### config.mk
export PLATFORM = sky130hd
export DESIGN_NAME = xc_malu_issue
export DESIGN_NICKNAME = d
export VERILOG_FILES = /design/src/rtl/xc_malu_issue.sv
export SDC_FILE = /design/constraint.sdc
export NUM_CORES = 1
export LEC_CHECK = 0
export ABC_CLOCK_PERIOD_IN_PS = 2300
export BUFFER_PORTS_ARGS = -buffer_cell sky130_fd_sc_hd__buf_2
export CORE_ASPECT_RATIO = 1.4
export CORE_MARGIN = 3
export CORE_UTILIZATION = 45
export DETAILED_ROUTE_END_ITERATION = 8
export PLACE_DENSITY_LB_ADDON = 0.1
export SYNTH_ARGS = -nofsm -noshare
export SYNTH_HDL_FRONTEND = slang
export SYNTH_SLANG_ARGS = --single-unit
### constraint.sdc
create_clock -name clock -period 2.3 [get_ports clock]
set_input_delay 0.345 -clock clock [delete_from_list [all_inputs] [get_ports clock]]
set_output_delay 0.345 -clock clock [all_outputs]
set_load 0.005 [all_outputs]
### src/rtl/xc_malu_issue.sv
// Request-side sequencer for xc_malu: accepts one op per handshake, drives the
// one-hot uop/pw lines until xc_malu answers, then returns the result downstream.
module xc_malu_issue #(
   parameter int TIMEOUT = 64,
   parameter int CW      = 7
) (
   input  logic        clock,
   input  logic        resetn,
   input  logic        abort,
   input  logic        req_valid,
   output logic        req_ready,
   input  logic [3:0]  req_op,
   input  logic [2:0]  req_pw,
   input  logic [31:0] req_rs1,
   input  logic [31:0] req_rs2,
   input  logic [31:0] req_rs3,
   output logic [31:0] malu_rs1,
   output logic [31:0] malu_rs2,
   output logic [31:0] malu_rs3,
   output logic        malu_valid,
   output logic [13:0] malu_uop,
   output logic [4:0]  malu_pw,
   output logic        malu_flush,
   input  logic [63:0] malu_result,
   input  logic        malu_ready,
   output logic        rsp_valid,
   input  logic        rsp_ready,
   output logic [63:0] rsp_result,
   output logic        rsp_err
);

   typedef enum logic [1:0] {IDLE, BUSY, RESP} state_t;

   localparam logic [CW-1:0] WD_LAST = CW'(TIMEOUT - 1);
   localparam logic [CW-1:0] WD_MAX  = CW'(TIMEOUT);

   state_t        state;
   logic [CW-1:0] wdog;
   logic          legal;
   logic          accept;
   logic          timeout;

   // Only the packed ops take a non-32-bit element width.
   always_comb begin
      legal = 1'b0;
      if (req_op == 4'd8 || req_op == 4'd9) begin
         legal = (req_pw <= 3'd4);
      end else if (req_op <= 4'd13) begin
         legal = (req_pw == 3'd0);
      end
   end

   always_comb begin
      req_ready = 1'b0;
      unique case (state)
         IDLE:    req_ready = !abort;
         RESP:    req_ready = rsp_ready && !abort;
         default: req_ready = 1'b0;
      endcase
   end

   assign accept     = req_valid && req_ready;
   assign timeout    = (state == BUSY) && (wdog == WD_LAST);
   assign malu_flush = malu_valid && (malu_ready || abort || timeout);

   // A new accept can only happen in IDLE or in RESP while the response is taken,
   // so it is handled ahead of the per-state transitions.
   always_ff @(posedge clock or negedge resetn) begin
      if (!resetn) begin
         state      <= IDLE;
         wdog       <= '0;
         malu_rs1   <= '0;
         malu_rs2   <= '0;
         malu_rs3   <= '0;
         malu_uop   <= '0;
         malu_pw    <= '0;
         malu_valid <= 1'b0;
         rsp_valid  <= 1'b0;
         rsp_result <= '0;
         rsp_err    <= 1'b0;
      end else if (accept) begin
         if (legal) begin
            malu_rs1   <= req_rs1;
            malu_rs2   <= req_rs2;
            malu_rs3   <= req_rs3;
            malu_uop   <= 14'd1 << req_op;
            malu_pw    <= 5'd1 << req_pw;
            wdog       <= '0;
            malu_valid <= 1'b1;
            rsp_valid  <= 1'b0;
            state      <= BUSY;
         end else begin
            rsp_result <= '0;
            rsp_err    <= 1'b1;
            rsp_valid  <= 1'b1;
            malu_valid <= 1'b0;
            state      <= RESP;
         end
      end else begin
         unique case (state)
            IDLE: begin
               malu_valid <= 1'b0;
               rsp_valid  <= 1'b0;
            end
            BUSY: begin
               if (wdog != WD_MAX) begin
                  wdog <= wdog + 1'b1;
               end
               if (abort) begin
                  malu_valid <= 1'b0;
                  state      <= IDLE;
               end else if (malu_ready) begin
                  rsp_result <= malu_result;
                  rsp_err    <= 1'b0;
                  malu_valid <= 1'b0;
                  rsp_valid  <= 1'b1;
                  state      <= RESP;
               end else if (timeout) begin
                  rsp_result <= '0;
                  rsp_err    <= 1'b1;
                  malu_valid <= 1'b0;
                  rsp_valid  <= 1'b1;
                  state      <= RESP;
               end
            end
            RESP: begin
               if (abort || rsp_ready) begin
                  rsp_valid <= 1'b0;
                  state     <= IDLE;
               end
            end
            default: begin
               malu_valid <= 1'b0;
               rsp_valid  <= 1'b0;
               state      <= IDLE;
            end
         endcase
      end
   end

endmodule

# After elaboration in Yosys (flattened, before gate mapping)
# Cells that the tools add are included.
dict set report op_classes {
  addsub 1
  n_lt_le_gt_ge 2
  eq_ne 15
  n_shift 2
  n_mux 38
  reduce_logical 20
}
# operator n
set op_table {}
lappend op_table {{$mux 64} 6}
lappend op_table {{$mux 7} 4}
lappend op_table {{$mux 1} 18}
lappend op_table {{$shl 1x4->14 const A} 1}
lappend op_table {{$mux 2} 6}
lappend op_table {{$reduce_and 3->1} 3}
lappend op_table {{$eq 4x4->1 const B} 2}
lappend op_table {{$ne 2x2->1 const B} 4}
lappend op_table {{$add 7x1->7 const B} 1}
lappend op_table {{$eq 7x6->1 const B} 1}
lappend op_table {{$ne 7x7->1 const B} 1}
lappend op_table {{$ne 3x3->1 const B} 2}
lappend op_table {{$pmux 1 s2} 3}
lappend op_table {{$pmux 2 s3} 1}
lappend op_table {{$ne 5x5->1 const B} 1}
lappend op_table {{$shl 1x3->5 const A} 1}
lappend op_table {{$le 4x4->1 const B} 1}
lappend op_table {{$logic_and 1x1->1} 4}
lappend op_table {{$logic_or 1x1->1} 4}
lappend op_table {{$ne 4x4->1 const B} 1}
lappend op_table {{$reduce_and 2->1} 2}
lappend op_table {{$reduce_and 4->1} 1}
lappend op_table {{$reduce_bool 2->1} 2}
lappend op_table {{$le 3x3->1 const B} 1}
lappend op_table {{7 further kinds} 7}
dict set report word_totals {
  regBits 191
  inputBits 173
  output_inout_bits 184
  wordCells 89
}

# Depth between registers and ports, before layout
dict set report depth {
  ltp_word 7
  ltp_mapped 7
  depth_no_buf 5
}

# Worst setup path before layout
# Ideal clock, no wire load.
dict set report synth_path {
  path_type {input to register}
  start {input req_op[3]}
  end {register malu_rs1[0]}
  setup_ns 0.127
  t_arrival_ns 1.685
  required_ns 2.173
  setup_slack_ns 0.488
  path_stages 7
  n_path_buf 3
  cell_sequence {buf_2 and2_1 nand2b_2 a21oi_2 buf_4 buf_6 mux2_1}
}
dict set report synth_between {
  elab_chain_cells 4
  elab_cells_between_ends 7
  classes_between {order compare: 1; eq/ne: 2; mux: 2; reduce/logical: 2}
}
# element line
set synth_lines {}
lappend synth_lines {{start, declared} 12} ;# input logic [3:0] req_op,
lappend synth_lines {{$le 4x4->1 or $eq 4x4->1 (tied branches)} {48, 46}}
lappend synth_lines {{$mux 1 or $logic_or 1x1->1 (tied branches)} {48, 46}}
lappend synth_lines {{$mux 1 *} 46} ;# if (req_op == 4'd8 || req_op == 4'd9) begin
lappend synth_lines {{$reduce_and 2->1 (no source line) *} --}
lappend synth_lines {{end signal, assigned} 83} ;# malu_rs1 <= req_rs1;
lappend synth_lines {{end, declared} 17} ;# output logic [31:0] malu_rs1,
# Every way passes the cells marked *; elsewhere a longest branch is shown, timed or not.
# A chain may end at the register's enable or synchronous reset.

# Final worst setup path
dict set report layout_path {
  start {register wdog[5]}
  end {output malu_flush}
}
dict set report layout_between {
  elab_chain_cells 4
}
# element line
set layout_lines {}
lappend layout_lines {{start, declared} 38} ;# logic [CW-1:0] wdog;
lappend layout_lines {{start signal, assigned} 107} ;# wdog <= wdog + 1'b1;
lappend layout_lines {{$eq 7x6->1} 63} ;# assign timeout = (state == BUSY) && (wdog == WD_LAST);
lappend layout_lines {{$logic_and 1x1->1} 63}
lappend layout_lines {{$logic_or 1x1->1} 64} ;# assign malu_flush = malu_valid && (malu_ready || abort || timeout);
lappend layout_lines {{$logic_and 1x1->1} 64}
lappend layout_lines {{end, declared} 23} ;# output logic malu_flush,
# No other way between the ends.

==> metrics.cfg <==
[synth]
synthArstFlopShare=1.000
ys_types=38
synthTopCellsByArea=dfrtp_1 59%, mux2_1 14%, a22o_1 8.1%
ys_seq_area_frac=0.5919
postSynthNetCount=763
yosys_warnings=0
syn_area_per_cell_um2=13.73
netlist_instances=588
syn_area_um2=8075
synth_top_area_share=0.5919
ys_seq_elements=191
synth_edf_count=0
synthFlopType=dfrtp_1
synth_top_area_cell=dfrtp_1

[cells_and_area]
n_fill_cell=1439
layout-drive-gt1-share=0.4400
final_core_util=0.6174
final_common_cell=buf_2
mostFrequentLayoutCells=355 x buf_2, 191 x dfrtp_1, 100 x mux2_1
area_growth_pct=33.59
fin_nets=1112
fin_area_um2=10790
finalNonFillerCells=1188

[clocking]
cts_resized=0
clock-root-buffer=clkbuf_16
clkLatencyLatePin_ns=0.42
clock-sinks=191
clk_path_buf_depth=2
cts_tree=built
cts_buffers=17
clk_pin_slew_ns=0.07
cts_setup_buffers=0
htreeDepth=4

[critical_path]
path_buf_inv=1
cp.required_ns=1.96
cp_top_family=simple AND/OR/NAND/NOR gates
crit_slowest_cell=dfrtp_1
slowest_delay_ns=0.47
rrSetupSlack_ns=0.35
cp_max_fo=8
crit_path_end_kind=primary output
arrival_ns=1.78
cp_cell_sequence=and4b_1 -> and3_1 -> nand2_1 -> a21oi_1 -> buf_2
worst-setup-path-type=flip-flop to primary output
worstSetupStartpointType=flip-flop

[outcome]
status=completed

[timing]
setup_ws_ns=0.1772
period_share=0.9230
final_max_slew_viol_count=0
min_period_ns=2.123
rsz0062_at_grt=no
tightest_slew_ns=0.7432
slew_headroom=0.5023
fmax_ghz=0.4711
worst_clock_skew_ns=0.007175
hold_viol_final=0
setup_viol=0
tns_ns=0

[die]
dieWidth_um=119.2
row_count=57
dieArea_um2=19610
start_util=0.4622
io_pins=357
die_h_um=164.5
core_um2=17470

[route]
drt.antenna.violating_nets=0
wl_per_cell_um=19.34
wirelength_um=22980
drtIter0Drc=256
drc=0
routed-via-count=6434
viasPerCell=5.416
first_pass_iters=4

[flow_run]
max-cap-violations=0

[power]
powerDensity_nw_per_um2=934.6
ir_drop_mv=0.4086
p_leak_nw=5.151

[placement]
dp_slack_ns=0.1594
placed_cell_area_um2=10160
gp_congestion=0.8477
port_buffers=356
placedCellCount=1153
dpl.hpwl_um=17250

[global_route]
grt_pass1_vias=6575
grt-ovfl-total=0
grt_pass1_wl_um=35580
track_usage=0.2304
grt_max_degree=68
antenna_found_initial=3

[worst_hold_path]
min_path_type=primary input to flip-flop

-- timing repair --
| item | in CTS | in global routing |
|---|---|---|
| hold endpoints to repair | 35 | 0 |
| hold buffers | 1 | 0 |
| endpoints found under the setup margin | 0 | 0 |
-- through the flow --
stage               hold slack, ns  total power [mW]
detailed placement          0.2841             7.171
global route                0.1113             10.68
global placement            0.2799             7.047
CTS                         0.1120             10.22
floorplan                  0.04941             5.745
finish                      0.1323             10.08
-- per-layer routing --
layer  vias up  global-route usage  routed length (um)  share of wire
met2       262              0.4047               12200           0.53
met1      3198              0.2652                8388           0.37
met4         2             0.07749                 471          0.020
li1       2941                   -                   -              -
met5         -                   0                  13        0.00057
met3        31             0.07571                1903          0.083
-- report_power, final --
group	internal, mW	leakage, nW	switching, mW	total, mW
registers	4.20	2.23	0.536	4.73
logic	1.30	2.63	1.03	2.33
clock network	1.68	0.299	1.34	3.02
-- cells by family (layout without fill, tap and decap cells) --
logic type | Yosys count | in the layout | synth area share
AO/OA/AOI/OAI | 178 | 178 | 0.1842
XOR/XNOR | 1 | 1 | 0.001085
adder cells (fa/ha/maj) | 2 | 2 | 0.003098
buffers and inverters | 55 | 417 | 0.03750
flip-flops | 191 | 191 | 0.5919
multiplexers | 100 | 100 | 0.1394
other | 0 | 2 | 0
AND/OR/NAND/NOR | 61 | 61 | 0.04277
-- worst register-to-register path, delay by kind of cell (launching register included) --
family / cells / cell delay, ns
AOI/OAI and AO/OA: 2 / 0.33
buffers and inverters: 1 / 0.33
and+or+nand+nor: 2 / 0.83
DFF: 1 / 0.40
-- path summary, 6_finish.rpt --
| kind | from | endpoint | cells past startpoint |
|---|---|---|---|
| setup / recovery | wdog[5]$_DFFE_PN0P_ | malu_flush | 5 |
| hold / removal | req_rs2[8] | malu_rs2[8]$_DFFE_PN0P_ | 2 |
| setup reg to reg | state[1]$_DFFE_PN0P_ | rsp_result[45]$_DFFE_PN0P_ | 5 |
| hold reg to reg | malu_rs3[10]$_DFFE_PN0P_ | malu_rs3[10]$_DFFE_PN0P_ | 1 |
| max in group asynchronous | resetn | malu_rs2[14]$_DFFE_PN0P_ | 3 |
| min in group asynchronous | resetn | malu_rs1[0]$_DFFE_PN0P_ | 2 |
-- flip-flops by register name (all words and copies together) (netlist names), 2 cells and up --
signal / flops
rsp_result: 64
malu_rs1: 32
malu_rs2: 32
malu_rs3: 32
malu_uop: 14
wdog: 7
malu_pw: 5
state: 2
-- layout make-up --
class	instances	area, um^2	area share
diodes	2	5.005	0.0004639
clock buffers	18	439.2	0.04071
clock inverters	14	173.9	0.01612
inverters	6	22.52	0.002088
multi-input cells	342	3022	0.2801
flip-flops and latches	191	4780	0.4431
well taps	236	295.3	0.02737
repair buffers	379	2051	0.1901
-- cells in the mapped netlist, types with 7 or more instances --
cell type,n
dfrtp_1,191
mux2_1,100
a22o_1,75
a31o_1,64
buf_2,20
clkbuf_1,18
nand2_1,13
a31oi_1,11
buf_6,9
nor3_1,9
nor4_1,8
a21oi_1,7
Power figures use the tool's default switching activity.
